<file path="src/rtl/msg_display_seq.sv">
// Message display sequencer: latches a bank word on request, holds it, and scans digits.
// Optional blink support is compiled in when MSG_BLINK_EN is defined.
module msg_display_seq #(
    parameter int unsigned NUM_MSG      = 4,
    parameter int unsigned DIGITS       = 4,
    parameter int unsigned CODE_W       = 4,
    parameter int unsigned SCAN_DIV     = 50000,
    parameter int unsigned HOLD_CYCLES  = 50000000,
    parameter int unsigned BLINK_CYCLES = 25000000,
    parameter logic [CODE_W-1:0] BLANK_CODE = {CODE_W{1'b1}},
    localparam int unsigned SEL_W       = $clog2(NUM_MSG)
) (
    input  logic                               clk,
    input  logic                               rst_n,
    input  logic [NUM_MSG*DIGITS*CODE_W-1:0]   msg_bank,
    input  logic                               req_valid,
    input  logic [SEL_W-1:0]                   req_sel,
    input  logic                               req_blink,
    output logic                               req_ready,
    input  logic                               clr,
    output logic [CODE_W-1:0]                  digit_code,
    output logic [DIGITS-1:0]                  digit_en,
    output logic                               busy,
    output logic                               sel_err
);

    localparam int unsigned WORD_W = DIGITS * CODE_W;
    localparam int unsigned IDX_W  = (DIGITS > 1) ? $clog2(DIGITS) : 1;
    localparam int unsigned SCAN_W = (SCAN_DIV > 1) ? $clog2(SCAN_DIV) : 1;
    localparam int unsigned HOLD_W = (HOLD_CYCLES > 1) ? $clog2(HOLD_CYCLES) : 1;
    localparam logic [WORD_W-1:0] BLANK_WORD = {DIGITS{BLANK_CODE}};

    typedef enum logic {StIdle, StHold} state_e;

    state_e              state_q, state_d;
    logic [WORD_W-1:0]   word_q, word_d;
    logic [HOLD_W-1:0]   hold_q, hold_d;
    logic [SCAN_W-1:0]   scan_cnt_q, scan_cnt_d;
    logic [IDX_W-1:0]    scan_idx_q, scan_idx_d;
    logic [DIGITS-1:0]   digit_en_q, digit_en_d;
    logic [CODE_W-1:0]   digit_code_q, digit_code_d;
    logic                sel_err_q, sel_err_d;
    logic                accept;
    logic                sel_hit;
    logic [WORD_W-1:0]   sel_word;
    logic [CODE_W-1:0]   scan_code;
    logic                show;

    always_comb begin
        sel_word = BLANK_WORD;
        sel_hit  = 1'b0;
        for (int i = 0; i < NUM_MSG; i++) begin
            if (req_sel == SEL_W'(i)) begin
                sel_word = msg_bank[i*WORD_W +: WORD_W];
                sel_hit  = 1'b1;
            end
        end
    end

    always_comb begin
        state_d   = state_q;
        word_d    = word_q;
        hold_d    = hold_q;
        sel_err_d = 1'b0;
        req_ready = (state_q == StIdle) && !clr;
        accept    = req_valid && req_ready;
        if (clr) begin
            state_d = StIdle;
            word_d  = BLANK_WORD;
            hold_d  = '0;
        end else if (accept) begin
            state_d   = StHold;
            word_d    = sel_word;
            hold_d    = '0;
            sel_err_d = !sel_hit;
        end else if (state_q == StHold) begin
            if (hold_q == HOLD_W'(HOLD_CYCLES - 1)) begin
                state_d = StIdle;
            end else begin
                hold_d = hold_q + 1'b1;
            end
        end
    end

    // Scan runs free; outputs use the next index so enable and code move together.
    always_comb begin
        scan_cnt_d = scan_cnt_q + 1'b1;
        scan_idx_d = scan_idx_q;
        if (scan_cnt_q == SCAN_W'(SCAN_DIV - 1)) begin
            scan_cnt_d = '0;
            scan_idx_d = (scan_idx_q == IDX_W'(DIGITS - 1)) ? '0 : scan_idx_q + 1'b1;
        end
        scan_code = BLANK_CODE;
        for (int i = 0; i < DIGITS; i++) begin
            if (scan_idx_d == IDX_W'(i)) begin
                scan_code = word_q[i*CODE_W +: CODE_W];
            end
        end
    end

`ifdef MSG_BLINK_EN
    localparam int unsigned BLINK_W = (BLINK_CYCLES > 1) ? $clog2(BLINK_CYCLES) : 1;

    logic               blink_flag_q, blink_flag_d;
    logic               blink_on_q, blink_on_d;
    logic [BLINK_W-1:0] blink_cnt_q, blink_cnt_d;

    always_comb begin
        blink_flag_d = blink_flag_q;
        blink_on_d   = blink_on_q;
        blink_cnt_d  = blink_cnt_q;
        if (clr) begin
            blink_flag_d = 1'b0;
            blink_on_d   = 1'b1;
            blink_cnt_d  = '0;
        end else if (accept) begin
            blink_flag_d = req_blink;
            blink_on_d   = 1'b1;
            blink_cnt_d  = '0;
        end else if (blink_flag_q) begin
            if (blink_cnt_q == BLINK_W'(BLINK_CYCLES - 1)) begin
                blink_cnt_d = '0;
                blink_on_d  = !blink_on_q;
            end else begin
                blink_cnt_d = blink_cnt_q + 1'b1;
            end
        end
        show = blink_on_d;
    end

    always_ff @(posedge clk or negedge rst_n) begin
        if (!rst_n) begin
            blink_flag_q <= 1'b0;
            blink_on_q   <= 1'b1;
            blink_cnt_q  <= '0;
        end else begin
            blink_flag_q <= blink_flag_d;
            blink_on_q   <= blink_on_d;
            blink_cnt_q  <= blink_cnt_d;
        end
    end
`else
    logic unused_blink;
    assign unused_blink = req_blink;
    assign show = 1'b1;
`endif

    always_comb begin
        digit_en_d   = show ? (DIGITS'(1) << scan_idx_d) : '0;
        digit_code_d = show ? scan_code : BLANK_CODE;
    end

    always_ff @(posedge clk or negedge rst_n) begin
        if (!rst_n) begin
            state_q      <= StIdle;
            word_q       <= BLANK_WORD;
            hold_q       <= '0;
            scan_cnt_q   <= '0;
            scan_idx_q   <= '0;
            digit_en_q   <= DIGITS'(1);
            digit_code_q <= BLANK_CODE;
            sel_err_q    <= 1'b0;
        end else begin
            state_q      <= state_d;
            word_q       <= word_d;
            hold_q       <= hold_d;
            scan_cnt_q   <= scan_cnt_d;
            scan_idx_q   <= scan_idx_d;
            digit_en_q   <= digit_en_d;
            digit_code_q <= digit_code_d;
            sel_err_q    <= sel_err_d;
        end
    end

    assign digit_en   = digit_en_q;
    assign digit_code = digit_code_q;
    assign busy       = (state_q == StHold);
    assign sel_err    = sel_err_q;

endmodule

</file>
<file path="config.mk">
export PLATFORM = sky130hd
export DESIGN_NAME = msg_display_seq
export DESIGN_NICKNAME = d
export VERILOG_FILES = /design/src/rtl/msg_display_seq.sv
export SDC_FILE = /design/constraint.sdc
export NUM_CORES = 1
export LEC_CHECK = 0
export BUFFER_PORTS_ARGS = -buffer_cell sky130_fd_sc_hd__buf_2
export CAP_MARGIN = 10
export CORE_MARGIN = 5
export CORE_UTILIZATION = 55
export DETAILED_ROUTE_END_ITERATION = 12
export PLACE_DENSITY = 0.76
export SYNTH_ARGS = -nofsm -noshare
export SYNTH_HDL_FRONTEND = slang
export SYNTH_SLANG_ARGS = --single-unit
</file>
<file path="constraint.sdc">
create_clock -name clk -period 2.6 [get_ports clk]
set_input_delay 0.52 -clock clk [delete_from_list [all_inputs] [get_ports clk]]
set_output_delay 0.52 -clock clk [all_outputs]
set_load 0.01 [all_outputs]
</file>
## After elaboration in Yosys (flattened, before gate mapping)

Index checks and enable logic that the tools add are counted.

| operators by class | value |
|---|---|
| $add $sub $neg | 3 |
| reduce and logical (&&, ||, !) cells | 9 |
| mux-type cells | 27 |
| bitwise operators | 1 |
| shift-type cells | 1 |
| equality and inequality tests | 10 |

Operator list:

| cell | number |
|---|---|
| 16-bit 2-to-1 mux | 7 |
| 26-bit 2-to-1 mux | 4 |
| 26-bit by 1-bit adder with 26-bit output, second input constant | 1 |
| 26-bit == test, second input constant | 1 |
| 16-bit by 1-bit adder with 16-bit output, second input constant | 1 |
| 16-bit == test, second input constant | 1 |
| 4-bit 2-to-1 mux | 4 |
| 2-bit == test, second input constant | 5 |
| 1-bit 2-to-1 mux | 10 |
| 2-bit by 1-bit == test with 1-bit output, second input constant | 2 |
| 2-bit zero test | 2 |
| 2-bit 2-to-1 mux | 2 |
| 1-bit by 2-bit left shift with 4-bit output, first input constant | 1 |
| 3-bit != test, second input constant | 1 |
| 3-bit nonzero test | 1 |
| 2-bit by 1-bit adder with 2-bit output, second input constant | 1 |
| 1-bit logical AND | 2 |
| 1-bit zero test | 2 |
| 2-bit AND reduction | 1 |
| 2-bit nonzero test | 1 |
| 1-bit NOT | 1 |

| storage, ports and cells | value |
|---|---|
| flip-flop bits (word level) | 70 |
| word-level logic and storage cells | 59 |
| bits of input ports | 71 |

## Logic depth before layout (Yosys ltp)

| depth | value |
|---|---|
| word-level depth | 8 |
| gate-level depth with buffers | 7 |
| depth with buffers taken out | 6 |

## Worst setup path before layout

OpenSTA, ideal clock, no wires.

| timing | value |
|---|---|
| path kind | register -> register |
| start point | reg scan_cnt_q[0] |
| end point | reg digit_en_q[2] (netlist: digit_en[2]) |
| arrival time | 2.070 ns |
| path buffers | 1 |
| stages on the path, launching flop included | 8 |
| path slack | 0.453 ns |
| cell sequence | dfrtp_1 > ha_1 > and3_1 > and4_1 > clkbuf_1 > mux2i_1 > inv_1 > nor2_1 |

| between the ends | value |
|---|---|
| cells in the longest elaborated chain, start to end | 3 |

RTL lines:

| item | line | source |
|---|---|---|
| start: declaration | 38 | `logic [SCAN_W-1:0] scan_cnt_q, scan_cnt_d;` |
| start signal: assignment | 167 | `scan_cnt_q <= scan_cnt_d;` |
| 16-bit == test | 89 | `if (scan_cnt_q == SCAN_W'(SCAN_DIV - 1)) begin` |
| 2-bit 2-to-1 mux | 89 |  |
| via scan_idx_d[0] | 39 | `logic [IDX_W-1:0] scan_idx_q, scan_idx_d;` |
| 1-bit by 2-bit left shift with 4-bit output | 149 | `digit_en_d = show ? (DIGITS'(1) << scan_idx_d) : '0;` |
| via digit_en_d[2] | 40 | `logic [DIGITS-1:0] digit_en_q, digit_en_d;` |
| end signal: assignment | 169 | `digit_en_q <= digit_en_d;` |
| end: declaration | 40 |  |

The timed path passes the listed nets, and every way through them passes these cells.
A chain may end at the register's enable or synchronous reset.

## Worst setup path after layout

| timing | value |
|---|---|
| start point | reg hold_q[8] |
| end point | reg hold_q[23] |

| between the ends | value |
|---|---|
| cells in the longest elaborated chain, start to end | 5 |
| elaborated cells between the ends (all ways) | 8 |

RTL lines:

| item | line | source |
|---|---|---|
| start: declaration | 37 | `logic [HOLD_W-1:0] hold_q, hold_d;` |
| start signal: assignment | 166 | `hold_q <= hold_d;` |
| 26-bit by 1-bit adder with 26-bit output | 80 | `hold_d = hold_q + 1'b1;` |
| 26-bit 2-to-1 mux | 77 | `if (hold_q == HOLD_W'(HOLD_CYCLES - 1)) begin` |
| 26-bit 2-to-1 mux | 76 | `end else if (state_q == StHold) begin` |
| 26-bit 2-to-1 mux | 71 | `end else if (accept) begin` |
| 26-bit 2-to-1 mux | 67 | `if (clr) begin` |

Parallel ways exist; a longest one is shown, timed or not. The select of a mux whose other input is x is not followed.

==> reports/metrics.sh <==
CTS_BUFFER_DEPTH=2
FP.COREAREA_UM2=6790
P_TOTAL_uW=2320
NUMBER_OF_FLOPS_MAPPED_TO_ENABLE_CELLS_BY_YOSYS=0
LEAKAGE_uW=0.00211
CTS_TREE='done'
DIODES=0
FINISH.NET_COUNT=524
YS.FLOP_TYPE='sky130_fd_sc_hd__dfrtp_1'
CTS-BUFFERS-INSERTED=9
ANTENNA_FOUND_INITIAL=0
TIMING.CRITICAL_PATH.TO_TYPE='flop'
DESIGN_AREA_UM2=4560
CELL_BY_CELL_LISTING_OF_THE_CRITICAL_PATH='or4b_4, nor4_4, a211oi_2, and3_2, a221o_1'
GR-TOTAL-OVERFLOW=0
CRITICAL-PATH-SLOWEST-CELL='sky130_fd_sc_hd__or4b_4'
IR_WORST_VDD_mV=0.248
POST_SYN_NETS=443
GP_CONGESTION=0.859
CTS_SETUP_BUFFERS=0
DIE-AREA_UM2=8750
PLACE_AREA_UM2=4360
CTS_REPAIR_RESIZE_COUNT=0
TIMING.REG2REG.WORST_PATH_DEPTH=5
VIAS_IN_THE_FIRST_GLOBAL_ROUTE=3220
SYNTHTOLAYOUTAREAGROWTH_PCT=18.8
CHIPWIDTH_UM=93.5
R2R_START='hold_q[8]$_DFFE_PN0P_'
MOSTFREQUENTLAYOUTCELL='sky130_fd_sc_hd__buf_2'
START_UTIL_PCT=56.5
DETAIL_ROUTE.ITER0.VIOLATIONS=187
FINALSETUPVIOLCOUNT=0
FIRST_PASS_GRT_WIRE_LENGTH_UM=14600
ROUTE.DETAILED.DRC=0
POST_SYNTH_XOR_AREA_FRACTION_PCT=4.11
POSTCTSHOLDBUFS=0
NUMBER_OF_DISTINCT_LIBRARY_CELLS_AFTER_SYNTHESIS=56
TOTAL_ROUTED_WIRELENGTH_UM=8560
SETUP_REPAIR_AFTER_GLOBAL_ROUTING_MISSED_ITS_MARGIN='no'
POSTSYNTHAREAPERCELL_UM2=10.4
CELLPOWERDENSITY_nW_PER_UM2=508
ROW_COUNT=30
SYNTH_SIMPLE_GATE_AREA_SHARE_PCT=21.8
CRIT_REQUIRED_NS=2.83
CLK-INSERTION-DELAY-LATE_NS=0.34
WORST_R2R_ENDPOINT='hold_q[23]$_DFFE_PN0P_'
FINALMAXSLEWVIOLATIONS=0
TIMING.CLOCK.SKEW_NS=0.00876
STATUS='completed'
SEQ_AREA_FRAC_SYNTH_PCT=46.3
SYNTH_AREA_UM2=3840
CLOCK_TREE.ROOT_CELL='sky130_fd_sc_hd__clkbuf_8'
FIN_SETUP_TNS_NS=0
VIA_PER_INST=5.68
DIE_Y_UM=93.5
CLKSLEWWORSTSETUPHOLDPATHS_NS=0.08
ARITHMETIC_CELL_SHARE_OF_THE_SYNTHESIZED_AREA_COUNTING_FULL_ADDERS_HALF_ADDERS_AND_MAJORITY_GATES_PCT=0.978
HOLD_PATH.CLASS='input port to async pin'
SETUP.WORST_PATH.CLASS='flop to flop'
SYNTH_ASYNC_SR_FLOP_SHARE_PCT=100
MAXIMUM_NET_FANOUT_ON_THE_CRITICAL_PATH=12
TIMING.CRITICAL_PATH.SLOWEST_CELL_DELAY_NS=0.58
SYNTH_CELLS=369
YS_WARN_COUNT=0
ACHIEVABLE-FREQUENCY_MHz=429
GRT_USE_TOTAL_PCT=21.1
TIGHTEST_SLEW_NS=0.740
YS_FF_LATCH=70
CLKSINKCOUNT=70
DRIVE_ABOVE_1_SHARE_PCT=34.5
SYNTH.AREA.MUX_SHARE_PCT=13.3
CRIT_PATH_START_KIND='flop'
DPL.HPWL_UM=6300
SHARE_OF_THE_SYNTHESIZED_AREA_IN_COMPOUND_GATES_AO_OA_AOI_OAI_PCT=10.6
FIRST_PASS_ITERS=4
HOLD_VIOLATIONS=0
WIRE_PER_INST_UM=15.5
NUM_VIAS=3129
SYNTH_TOP_FAMILY_BY_AREA='simple AND/OR/NAND/NOR gates'
I_O_PIN_CNT=82
WORST-ENDPOINT-ARRIVAL_NS=2.55
FINAL_ANTENNA_NET_COUNT=0
PORT_BUFFERS=80
DRV_CAP=0
COUNT_OF_BUFFERING_CELLS_ON_THE_CRITICAL_PATH_WITH_INVERTERS_INCLUDED=0
TIMING.FINAL.CRIT_PERIOD_NS=2.33
LAYOUT_COMMON_CELLS='sky130_fd_sc_hd__buf_2, sky130_fd_sc_hd__dfrtp_1, sky130_fd_sc_hd__nor2_1, sky130_fd_sc_hd__nand2_1, sky130_fd_sc_hd__o21ai_0'
SETUP_SLACK_OF_THE_MOST_CRITICAL_REG_TO_REG_PATH_NS=0.27
CTS-HTREE-LEVELS=3
FILLERINSTANCES=539
CP_TOP_FAMILY='simple AND/OR/NAND/NOR gates'
GRT_MAX_DEGREE=42
FIN_CRIT_SH_PCT=89.6
SLEW_HEADROOM_PCT=50.7
-- final cells by class --
type,count,area (µm²),share of cell area [%]
clock inverters,5,38.8,0.850
repair buffers,89,480,10.5
multi-input cells,274,1960,42.9
flip-flops and latches,70,1780,39.0
inverters,6,22.5,0.494
well taps,96,120,2.63
clock buffers,11,163,3.57
-- through the flow --
step	std cells	hold WS, ns	setup WS [ns]	util (%)
final	551	0.228	0.272	67.1
after global routing	551	0.269	0.137	67.1
after CTS	551	0.238	0.267	67.1
after detailed placement	535	0.477	0.281	64.2
after global placement	535	0.466	0.336	64.2
after floorplan	369	0.224	0.453	-
-- report_power, final --
group	switching [µW]	internal (µW)	total, µW
clock	425	435	860
combinational	143	127	270
sequential	28.7	1160	1190
total	596	1720	2320
-- metal layers --
layer  share of wire [%]  GRT usage, %
met1                  43          27.2
met2                  49          35.6
met3                 6.0          3.94
met4                 1.8          7.34
met5                   0             0
-- worst max-delay path by stage --
stage                                   endpoint               startpoint  cells past startpoint
after floorplan            digit_en[2]$_DFF_PN0_  scan_cnt_q[0]$_DFF_PN0_                      7
after global placement    hold_q[21]$_DFFE_PN0P_    hold_q[8]$_DFFE_PN0P_                      5
after detailed placement  hold_q[21]$_DFFE_PN0P_    hold_q[8]$_DFFE_PN0P_                      5
after CTS                 hold_q[21]$_DFFE_PN0P_    hold_q[8]$_DFFE_PN0P_                      5
after global routing      hold_q[23]$_DFFE_PN0P_    hold_q[8]$_DFFE_PN0P_                      5
final                     hold_q[23]$_DFFE_PN0P_    hold_q[8]$_DFFE_PN0P_                      5
-- Yosys cell counts, types with 4 or more instances --
library cell / count / share of area, %
sky130_fd_sc_hd__and3_1: 7 / 1.1
sky130_fd_sc_hd__mux2i_1: 14 / 3.7
sky130_fd_sc_hd__nand2_1: 39 / 3.8
sky130_fd_sc_hd__nand4_1: 13 / 2.1
sky130_fd_sc_hd__xor2_1: 15 / 3.4
sky130_fd_sc_hd__nand3_1: 13 / 1.7
sky130_fd_sc_hd__dfrtp_1: 49 / 32
sky130_fd_sc_hd__nor2_1: 48 / 4.7
sky130_fd_sc_hd__o21ai_0: 24 / 3.1
sky130_fd_sc_hd__a21oi_1: 15 / 2.0
sky130_fd_sc_hd__nand4b_1: 4 / 0.91
sky130_fd_sc_hd__inv_1: 5 / 0.49
sky130_fd_sc_hd__dfstp_2: 21 / 14
sky130_fd_sc_hd__a31oi_1: 8 / 1.3
sky130_fd_sc_hd__a221o_1: 4 / 1.0
sky130_fd_sc_hd__clkbuf_1: 13 / 1.3
sky130_fd_sc_hd__mux4_2: 16 / 9.4
sky130_fd_sc_hd__nor3_1: 5 / 0.65
-- registers in the layout, summed over array words and instances (netlist names) --
name        flops
busy            1
digit_code      4
digit_en        4
hold_q         26
scan_cnt_q     16
scan_idx_q      2
sel_err         1
word_q         16
-- cells by family after synthesis --
| kind of cell | after synthesis |
|---|---|
| XOR/XNOR | 18 |
| AO/OA/AOI/OAI | 65 |
| flip-flops | 70 |
| buffers and inverters | 25 |
| AND/OR/NAND/NOR | 156 |
| multiplexers | 31 |
| adder cells (fa/ha/maj) | 3 |
| other | 1 |
(Power assumes the default switching activity.)
